**src/rtl/mem_bus_arbiter.sv**
```systemverilog
// Memory-port arbiter that lets the CPU share one synchronous memory port with a
// video line-fetch DMA. Video bursts are interleaved with CPU accesses, and the CPU
// is stalled only after video has starved for STARVE_LIMIT cycles.
module mem_bus_arbiter #(
  parameter int VIDEO_BURST  = 8,
  parameter int STARVE_LIMIT = 3
) (
  input  logic        clk,
  input  logic        reset,
  input  logic [15:0] cpuAddr,
  input  logic [7:0]  cpuDataWrite,
  input  logic        cpuWrite,
  input  logic        cpuStrobe,
  output logic        cpuWait,
  output logic [7:0]  cpuDataRead,
  input  logic        vidStart,
  input  logic [15:0] vidBase,
  output logic        vidBusy,
  output logic        vidValid,
  output logic [7:0]  vidIndex,
  output logic [7:0]  vidData,
  output logic [15:0] memAddr,
  output logic [7:0]  memDataWrite,
  output logic        memWrite,
  output logic        memStrobe,
  input  logic [7:0]  memDataRead
);

  typedef enum logic {IDLE, BURST} state_t;

  localparam logic [7:0] LAST_IDX   = 8'(VIDEO_BURST - 1);
  localparam logic [7:0] STARVE_MAX = 8'(STARVE_LIMIT);

  state_t      state;
  logic [15:0] ptr;
  logic [7:0]  cnt;
  logic [7:0]  starve;
  logic        vid_rd;    // a video read was strobed last cycle
  logic        cpu_rd;    // a CPU read was strobed last cycle
  logic [7:0]  vid_idx;
  logic [7:0]  hold;
  logic        vid_grant;

  // NOTE: every signal written in always_comb gets a default first, so no path can infer a latch.
  always_comb begin
    vid_grant    = 1'b0;
    cpuWait      = 1'b0;
    memAddr      = cpuAddr;
    memDataWrite = cpuDataWrite;
    memWrite     = cpuWrite & cpuStrobe;
    memStrobe    = cpuStrobe;
    if (state == BURST) begin
      vid_grant = !cpuStrobe || (starve >= STARVE_MAX);
      cpuWait   = cpuStrobe && (starve >= STARVE_MAX);
    end
    if (vid_grant) begin
      memAddr   = ptr;
      memWrite  = 1'b0;
      memStrobe = 1'b1;
    end
  end

  assign vidBusy     = (state == BURST);
  assign vidValid    = vid_rd;
  assign vidIndex    = vid_idx;
  assign vidData     = vid_rd ? memDataRead : 8'h00;
  assign cpuDataRead = cpu_rd ? memDataRead : hold;

  // NOTE: sequential state uses non-blocking assignments only, so every register samples pre-edge values.
  always_ff @(posedge clk or negedge reset) begin
    if (!reset) begin
      state   <= IDLE;
      ptr     <= '0;
      cnt     <= '0;
      starve  <= '0;
      vid_rd  <= 1'b0;
      cpu_rd  <= 1'b0;
      vid_idx <= '0;
      hold    <= '0;
    end else begin
      vid_rd <= vid_grant;
      cpu_rd <= cpuStrobe && !cpuWrite && !vid_grant;
      if (cpu_rd) hold <= memDataRead;
      if (vid_grant) vid_idx <= cnt;

      case (state)
        IDLE: begin
          if (vidStart) begin
            ptr    <= vidBase;
            cnt    <= '0;
            starve <= '0;
            state  <= BURST;
          end
        end
        BURST: begin
          // vidStart is deliberately not looked at here, including on the last grant.
          if (vid_grant) begin
            ptr    <= ptr + 16'd1;
            cnt    <= cnt + 8'd1;
            starve <= '0;
            if (cnt == LAST_IDX) state <= IDLE;
          end else begin
            starve <= starve + 8'd1;
          end
        end
        default: state <= IDLE;
      endcase
    end
  end

endmodule

```
**config.mk**
```make
export PLATFORM = sky130hd
export DESIGN_NAME = mem_bus_arbiter
export DESIGN_NICKNAME = d
export VERILOG_FILES = /design/src/rtl/mem_bus_arbiter.sv
export SDC_FILE = /design/constraint.sdc
export NUM_CORES = 1
export LEC_CHECK = 0
export BUFFER_PORTS_ARGS = -buffer_cell sky130_fd_sc_hd__buf_2
export CAP_MARGIN = 20
export CORE_ASPECT_RATIO = 1.2
export CORE_MARGIN = 10
export CORE_UTILIZATION = 40
export CTS_CLUSTER_SIZE = 8
export DETAILED_ROUTE_END_ITERATION = 16
export HOLD_SLACK_MARGIN = 0.03
export PLACE_DENSITY = 0.66
export SYNTH_ARGS = -nofsm -noshare
export SYNTH_HDL_FRONTEND = slang
export SYNTH_SLANG_ARGS = --single-unit
```
**constraint.sdc**
```tcl
create_clock -name clk -period 4.3 [get_ports clk]
set_input_delay 0.215 -clock clk [delete_from_list [all_inputs] [get_ports clk]]
set_output_delay 0.215 -clock clk [all_outputs]
set_load 0.01 [all_outputs]
```
==> flow_summary.json, run 1 <==
{
  "io_buffers": 89,
  "h-tree-depth": 2,
  "wire_per_inst_um": 15.4,
  "firstDrtPassIters": 4,
  "overflow": 0,
  "r2r_slack_ps": 2040,
  "min_path_cells": 2,
  "synth_edf_count": 0,
  "ys.flop_type": "dfrtp_1",
  "slew_headroom": 0.508,
  "syn_inst": 316,
  "min_period_ps": 2620,
  "async_flop_share": 1.00,
  "antenna_found_initial": 0,
  "drtIter0Drc": 119,
  "crit_type": "reg2out",
  "cts_tree": "built",
  "fmax_ghz": 0.381,
  "reg2reg_depth": 6,
  "ys_seq_area_frac": 0.463,
  "ys_top_cells_by_area": "dfrtp_1, nand2_1, and2_1, nor2_1, mux2_2",
  "grt_pass1_vias": 2455,
  "synth_fp_nets": 372,
  "final_hold_viol_count": 0,
  "crit_path_start_kind": "flip-flop",
  "p_leak_nw": 1.66,
  "layout-drive-gt1-share": 0.293,
  "rows": 33,
  "yosysTopAreaCellShare": 0.463,
  "drc": 0,
  "final_core_util": 0.487,
  "routed_wl_um": 7390,
  "synth_area_um2": 2760,
  "cts_sinks": 51,
  "slew_viol_final": 0,
  "via_count": 2486,
  "worstPathArrival_ps": 2410,
  "via_per_inst": 5.19,
  "die_h_um": 111,
  "cts_buffers": 5,
  "dieArea_um2": 10600,
  "cts_buffer_depth": 2,
  "setup_viol": 0,
  "synth_cell_types": 44,
  "grt_pass1_wl_um": 11800,
  "ant_nets": 0,
  "ys_warn_count": 0,
  "syn_avg_cell_area_um2": 8.72,
  "final_nets": 447,
  "regArea_um2": 1280,
  "cap_violations": 0,
  "worst_skew_pair.late_latency_ps": 310,
  "gp_congestion": 0.851,
  "crit_path_end_kind": "output pin",
  "grt_max_degree": 52,
  "start_util": 0.407,
  "skew_ps": 11.4,
  "grtUsageTotal": 0.135,
  "root_buffer": "clkbuf_8",
  "cp_max_fo": 37,
  "num-fill-cells": 692,
  "n_antenna_cell": 0,
  "multi_input_area_um2": 1320,
  "period_share": 0.610,
  "max-vdd-ir-drop_v": 0.000253,
  "core_area_um2": 6770,
  "powerDensity_nw_per_um2": 563,
  "status": "finished, final reports clean",
  "fin_setup_tns_ps": 0,
  "worstMarginPinSlew_ps": 737,
  "die_width_um": 95.8,
  "clk_transition_reported_paths_ps": 100,
  "area_growth_pct": 19.6,
  "rsz0062_at_grt": "false",
  "synth_area_leader_cell": "dfrtp_1",
  "post-cts-setup-buffers": 0,
  "hpwl_um": 5480,
  "hold_class": "in2reg",
  "cp.required_ps": 4090,
  "ys_seq_elements": 51,
  "ios": 106
}
path summary, 6_finish.rpt:
kind | to | start
worst max register to register | ptr[5]$_DFFE_PN0P_ | starve[0]$_DFFE_PN0P_
worst max-delay path | memAddr[14] | starve[0]$_DFFE_PN0P_
worst min register to register | vidIndex[0]$_DFFE_PN0P_ | vidIndex[0]$_DFFE_PN0P_
worst min-delay path | cpu_rd$_DFF_PN0_ | cpuWrite
min in group asynchronous | ptr[13]$_DFFE_PN0P_ | reset
max in group asynchronous | starve[1]$_DFFE_PN0P_ | reset
kinds of logic (layout without fill, tap and decap cells):
logic type | Yosys count | after routing | share of synthesized area
simple gates | 167 | 167 | 0.286
compound gates | 52 | 52 | 0.130
flops | 51 | 51 | 0.463
buf+inv | 30 | 106 | 0.0568
mux | 11 | 11 | 0.0436
fa+ha+maj | 3 | 3 | 0.0136
xor+xnor | 2 | 2 | 0.00636
sequential cells by signal, indices dropped and copies added, names as in the netlist:
register and count:
cnt 8, vidValid 1, hold 8, ptr 16, starve 8, vidBusy 1, cpu_rd 1, vidIndex 8
cell type report:
type,instances,area share
timing repair buffer,92,0.143
tap,87,0.0330
sequential,51,0.387
clock inverter,3,0.00760
clock buffer,5,0.0209
multi-input combinational,235,0.401
inverter,6,0.00684
what timing repair did:
item | CTS | global route
endpoints found under the hold margin | 12 | 0
hold buffers | 1 | 0
resized for setup | 0 | 0
worst max-delay path: stages, from the launching register on:
cell,delay [ps]
dfrtp_1,400
ha_1,250
nor4b_4,530
a21o_1,220
buf_4,370
nand2_1,100
o21ai_1,80
buf_2,140
Yosys cell counts, types with 2 or more instances:
master and instances:
ha_1 3, nor3_1 12, inv_1 5, and2_1 15, buf_2 5, mux2_2 8, nand3_1 7, a21o_1 3
a211oi_1 8, or3_1 2, o21ai_1 4, nand2_1 85, nor2_1 25, and3_1 3, o22ai_1 6, nor4_1 2
a31oi_1 7, o21ai_0 2, nor2b_1 4, dfrtp_1 51, a21oi_1 8, or2_2 2, buf_4 10, clkbuf_1 7
a311oi_1 6, nand4_1 4, mux2i_1 3, buf_1 2, xnor2_1 2
report_power, final:
group	internal [W]	switching, W	leakage (nW)	total [W]
logic	0.000317	0.000421	0.995	0.000738
registers	0.000642	0.000187	0.622	0.000828
clock network	0.000119	0.000172	0.0452	0.000290
total	0.00108	0.000779	1.66	0.00186
layout by cell type, fill, tap and decap left out, drive strengths merged, types with 2 or more instances in the layout:
cell    Yosys  final
a211oi      8      8
a21o        3      3
a21oi       8      8
a311oi      6      6
a31oi       7      7
and2       15     15
and3        3      3
buf        17     91
clkbuf      7      5
dfrtp      51     51
ha          3      3
inv         6      8
mux2        8      8
mux2i       3      3
nand2      85     85
nand3       8      8
nand4       4      4
nor2       25     25
nor2b       4      4
nor3       12     12
nor4        3      3
o21ai       6      6
o22ai       6      6
or2         2      2
or3         3      3
xnor2       2      2
layer usage:
layer | track usage | routed length [um]
met1 | 0.172 | 3110
met2 | 0.212 | 3440
met3 | 0.0427 | 755
met4 | 0.0355 | 76
met5 | 0 | 0
stage by stage:
step / instance area, um2 / power (W) / hold WS [ps] / instances / setup slack (ps)
after global routing: 3290 / 0.00201 / 67.1 / 479 / 1470
after CTS: 3290 / 0.00188 / 74.9 / 479 / 1660
after global placement: 3190 / 0.00156 / 371 / 470 / 2050
after floorplan: 2760 / 0.00131 / -80.6 / 316 / 2330
after detailed placement: 3190 / 0.00158 / 369 / 470 / 2020
final: 3290 / 0.00186 / 85.1 / 479 / 1680
(Power assumes the default switching activity.)
==> run 2, diff against run 1 <==
Clock period 4.3 ns to 2.6 ns, I/O delays scaled along.
==> run 2 against run 1 <==
Final cell count is 1.0% higher. Worst hold slack got worse by 6.9 ps. Cell area rose by 1.5%. Clock power increased by 78%. Non-clock buffer count grew 5. Sequential power increased by 63%. Register-to-register slack worse by 1500 ps. Core utilization is 0.74 points higher. Sequential share of layout area shrank 0.58 points. Die area unchanged. Setup slack worse by 1400 ps.
==> flow_summary.json, run 2 (synthesis gave the netlist of run 1 again) <==
{
  "slew_viol_final": 0,
  "cts_buffers": 5,
  "seqPwrFrac": 0.434,
  "gp_congestion": 0.859,
  "slowest_stage": "dfrtp_1",
  "switchingPower_w": 0.00126,
  "overflow": 0,
  "fin_setup_tns_ps": 0,
  "p_comb_frac": 0.399,
  "layout_commonest_cell": "buf_2",
  "dr_wl_met3_um": 699,
  "dieArea_um2": 10600,
  "rows": 33,
  "wl_met2_um": 3390,
  "routed_wl_um": 7430,
  "cts_tree": "built",
  "final_core_util": 0.494,
  "area_growth_pct": 21.4,
  "hpwl_um": 5530,
  "max_stage_delay_ps": 400,
  "die_h_um": 111,
  "clk_transition_reported_paths_ps": 100,
  "antenna_found_initial": 0,
  "grt_max_degree": 38,
  "final_hold_viol_count": 0,
  "die_width_um": 95.8,
  "p_leak_nw": 1.69,
  "place_ws_ps": 389,
  "ant_nets": 0,
  "grt_pass1_wl_um": 12200,
  "min_period_ps": 2320,
  "drc": 0,
  "crit_type": "reg2out",
  "grtUsageTotal": 0.138,
  "start_util": 0.407,
  "firstDrtPassIters": 4,
  "grt_pass1_vias": 2502,
  "cts_sinks": 51,
  "power_frac_clock": 0.166,
  "via_count": 2535,
  "via_per_inst": 5.24,
  "cts_resized": 0,
  "drtIter0Drc": 142,
  "top_register": "ptr",
  "fin_ws_ps": 282,
  "worstPathArrival_ps": 2190,
  "final_cell_mix": "buf_2, nand2_1, dfrtp_1, nor2_1, and2_1",
  "worstPathCellList": "ha_1 > nor4b_4 > a21o_1 > buf_4 > nand2_1 > o21ai_1 > buf_2",
  "worstMarginPinSlew_ps": 676,
  "reg2reg_depth": 6,
  "internal_power_w": 0.00184,
  "skew_ps": 9.95,
  "largest_reg_flops": 16,
  "cap_violations": 0,
  "crit_path_end_kind": "output pin",
  "cp.required_ps": 2470,
  "path_depth": 7,
  "regArea_um2": 1280,
  "swShare": 0.407,
  "final_nets": 452,
  "crit_path_start_kind": "flip-flop",
  "layout-drive-gt1-share": 0.300,
  "status": "finished, final reports clean",
  "core_area_um2": 6770,
  "period_share": 0.892,
  "fmax_ghz": 0.431,
  "met1_length_um": 3280,
  "hold_class": "in2reg",
  "cp_max_fo": 37,
  "multi_input_area_um2": 1320,
  "worst_skew_pair.late_latency_ps": 310,
  "powerDensity_nw_per_um2": 926,
  "ios": 106,
  "setup_viol": 0,
  "num-fill-cells": 658,
  "min_path_cells": 3,
  "rsz0062_at_grt": "false",
  "highest_layer": "met4",
  "crit_buf_inv": 2,
  "max-vdd-ir-drop_v": 0.000343,
  "h-tree-depth": 2,
  "io_buffers": 89,
  "slew_headroom": 0.549,
  "n_antenna_cell": 0,
  "wire_per_inst_um": 15.3,
  "root_buffer": "clkbuf_8",
  "crit_family": "buffers and inverters",
  "cts_buffer_depth": 2
}
-- run 2: changes by cell type in the layout (fill, tap and decap cells not counted) --
cell / previous run / this run
inv_6: 2 / 0
buf_4: 2 / 6
clkbuf_8: 5 / 7
dlygate4sd3_1: 1 / 2
-- run 2: path summary, 6_finish.rpt --
kind | startpoint | to | slack, ps
max | starve[0]$_DFFE_PN0P_ | memAddr[11] | 280
min | vidBase[6] | ptr[6]$_DFFE_PN0P_ | 80
max reg2reg | starve[0]$_DFFE_PN0P_ | ptr[5]$_DFFE_PN0P_ | 570
min reg2reg | vidIndex[2]$_DFFE_PN0P_ | vidIndex[2]$_DFFE_PN0P_ | 480
max in group asynchronous | reset | cnt[2]$_DFFE_PN0P_ | 1500
min in group asynchronous | reset | ptr[12]$_DFFE_PN0P_ | 300
-- run 2: power by group through the flow --
stage | logic, W | clock network, W | registers (W)
floorplan | 0.000876 | 0 | 0.00129
CTS | 0.00125 | 0.000529 | 0.00134
global placement | 0.00122 | 0 | 0.00135
finish | 0.00124 | 0.000515 | 0.00135
detailed placement | 0.00125 | 0 | 0.00136
global route | 0.00141 | 0.000565 | 0.00139
-- run 2: area by class of cell --
type	count	share of cell area
clock inverters	1	0.00224
inverters	6	0.00673
flip-flops and latches	51	0.382
well taps	87	0.0325
repair buffers	97	0.153
clock buffers	7	0.0288
multi-input cells	235	0.395
-- run 2: metal layers --
metal	vias up	global-route usage
li1	1248	-
met1	1201	0.186
met2	79	0.210
met4	0	0.0335
met3	7	0.0420
met5	-	0
-- run 2: worst register-to-register path: cells and delay by family, from the launching register on --
kind,cells,cell delay (ps)
compound gates,2,460
fa+ha+maj,1,250
buf+inv,1,370
flops,1,400
simple gates,2,460
-- run 2: what timing repair did --
action	in CTS	in global routing
endpoints found under the setup margin	0	16
hold endpoints to repair	20	0
setup buffers	0	2
hold buffers	2	0
-- run 2: metrics by stage --
| stage | area (um2) | total power (W) | instances | hold WS (ps) |
|---|---|---|---|---|
| 6_report | 3340 | 0.00310 | 484 | 78.2 |
| 5_1_grt | 3340 | 0.00337 | 484 | 71.0 |
| 4_1_cts | 3330 | 0.00312 | 482 | 71.0 |
| 3_5_place_dp | 3210 | 0.00260 | 472 | 112 |
| 3_3_place_gp | 3210 | 0.00257 | 472 | 110 |
| 2_1_floorplan | 2760 | 0.00216 | 316 | -166 |
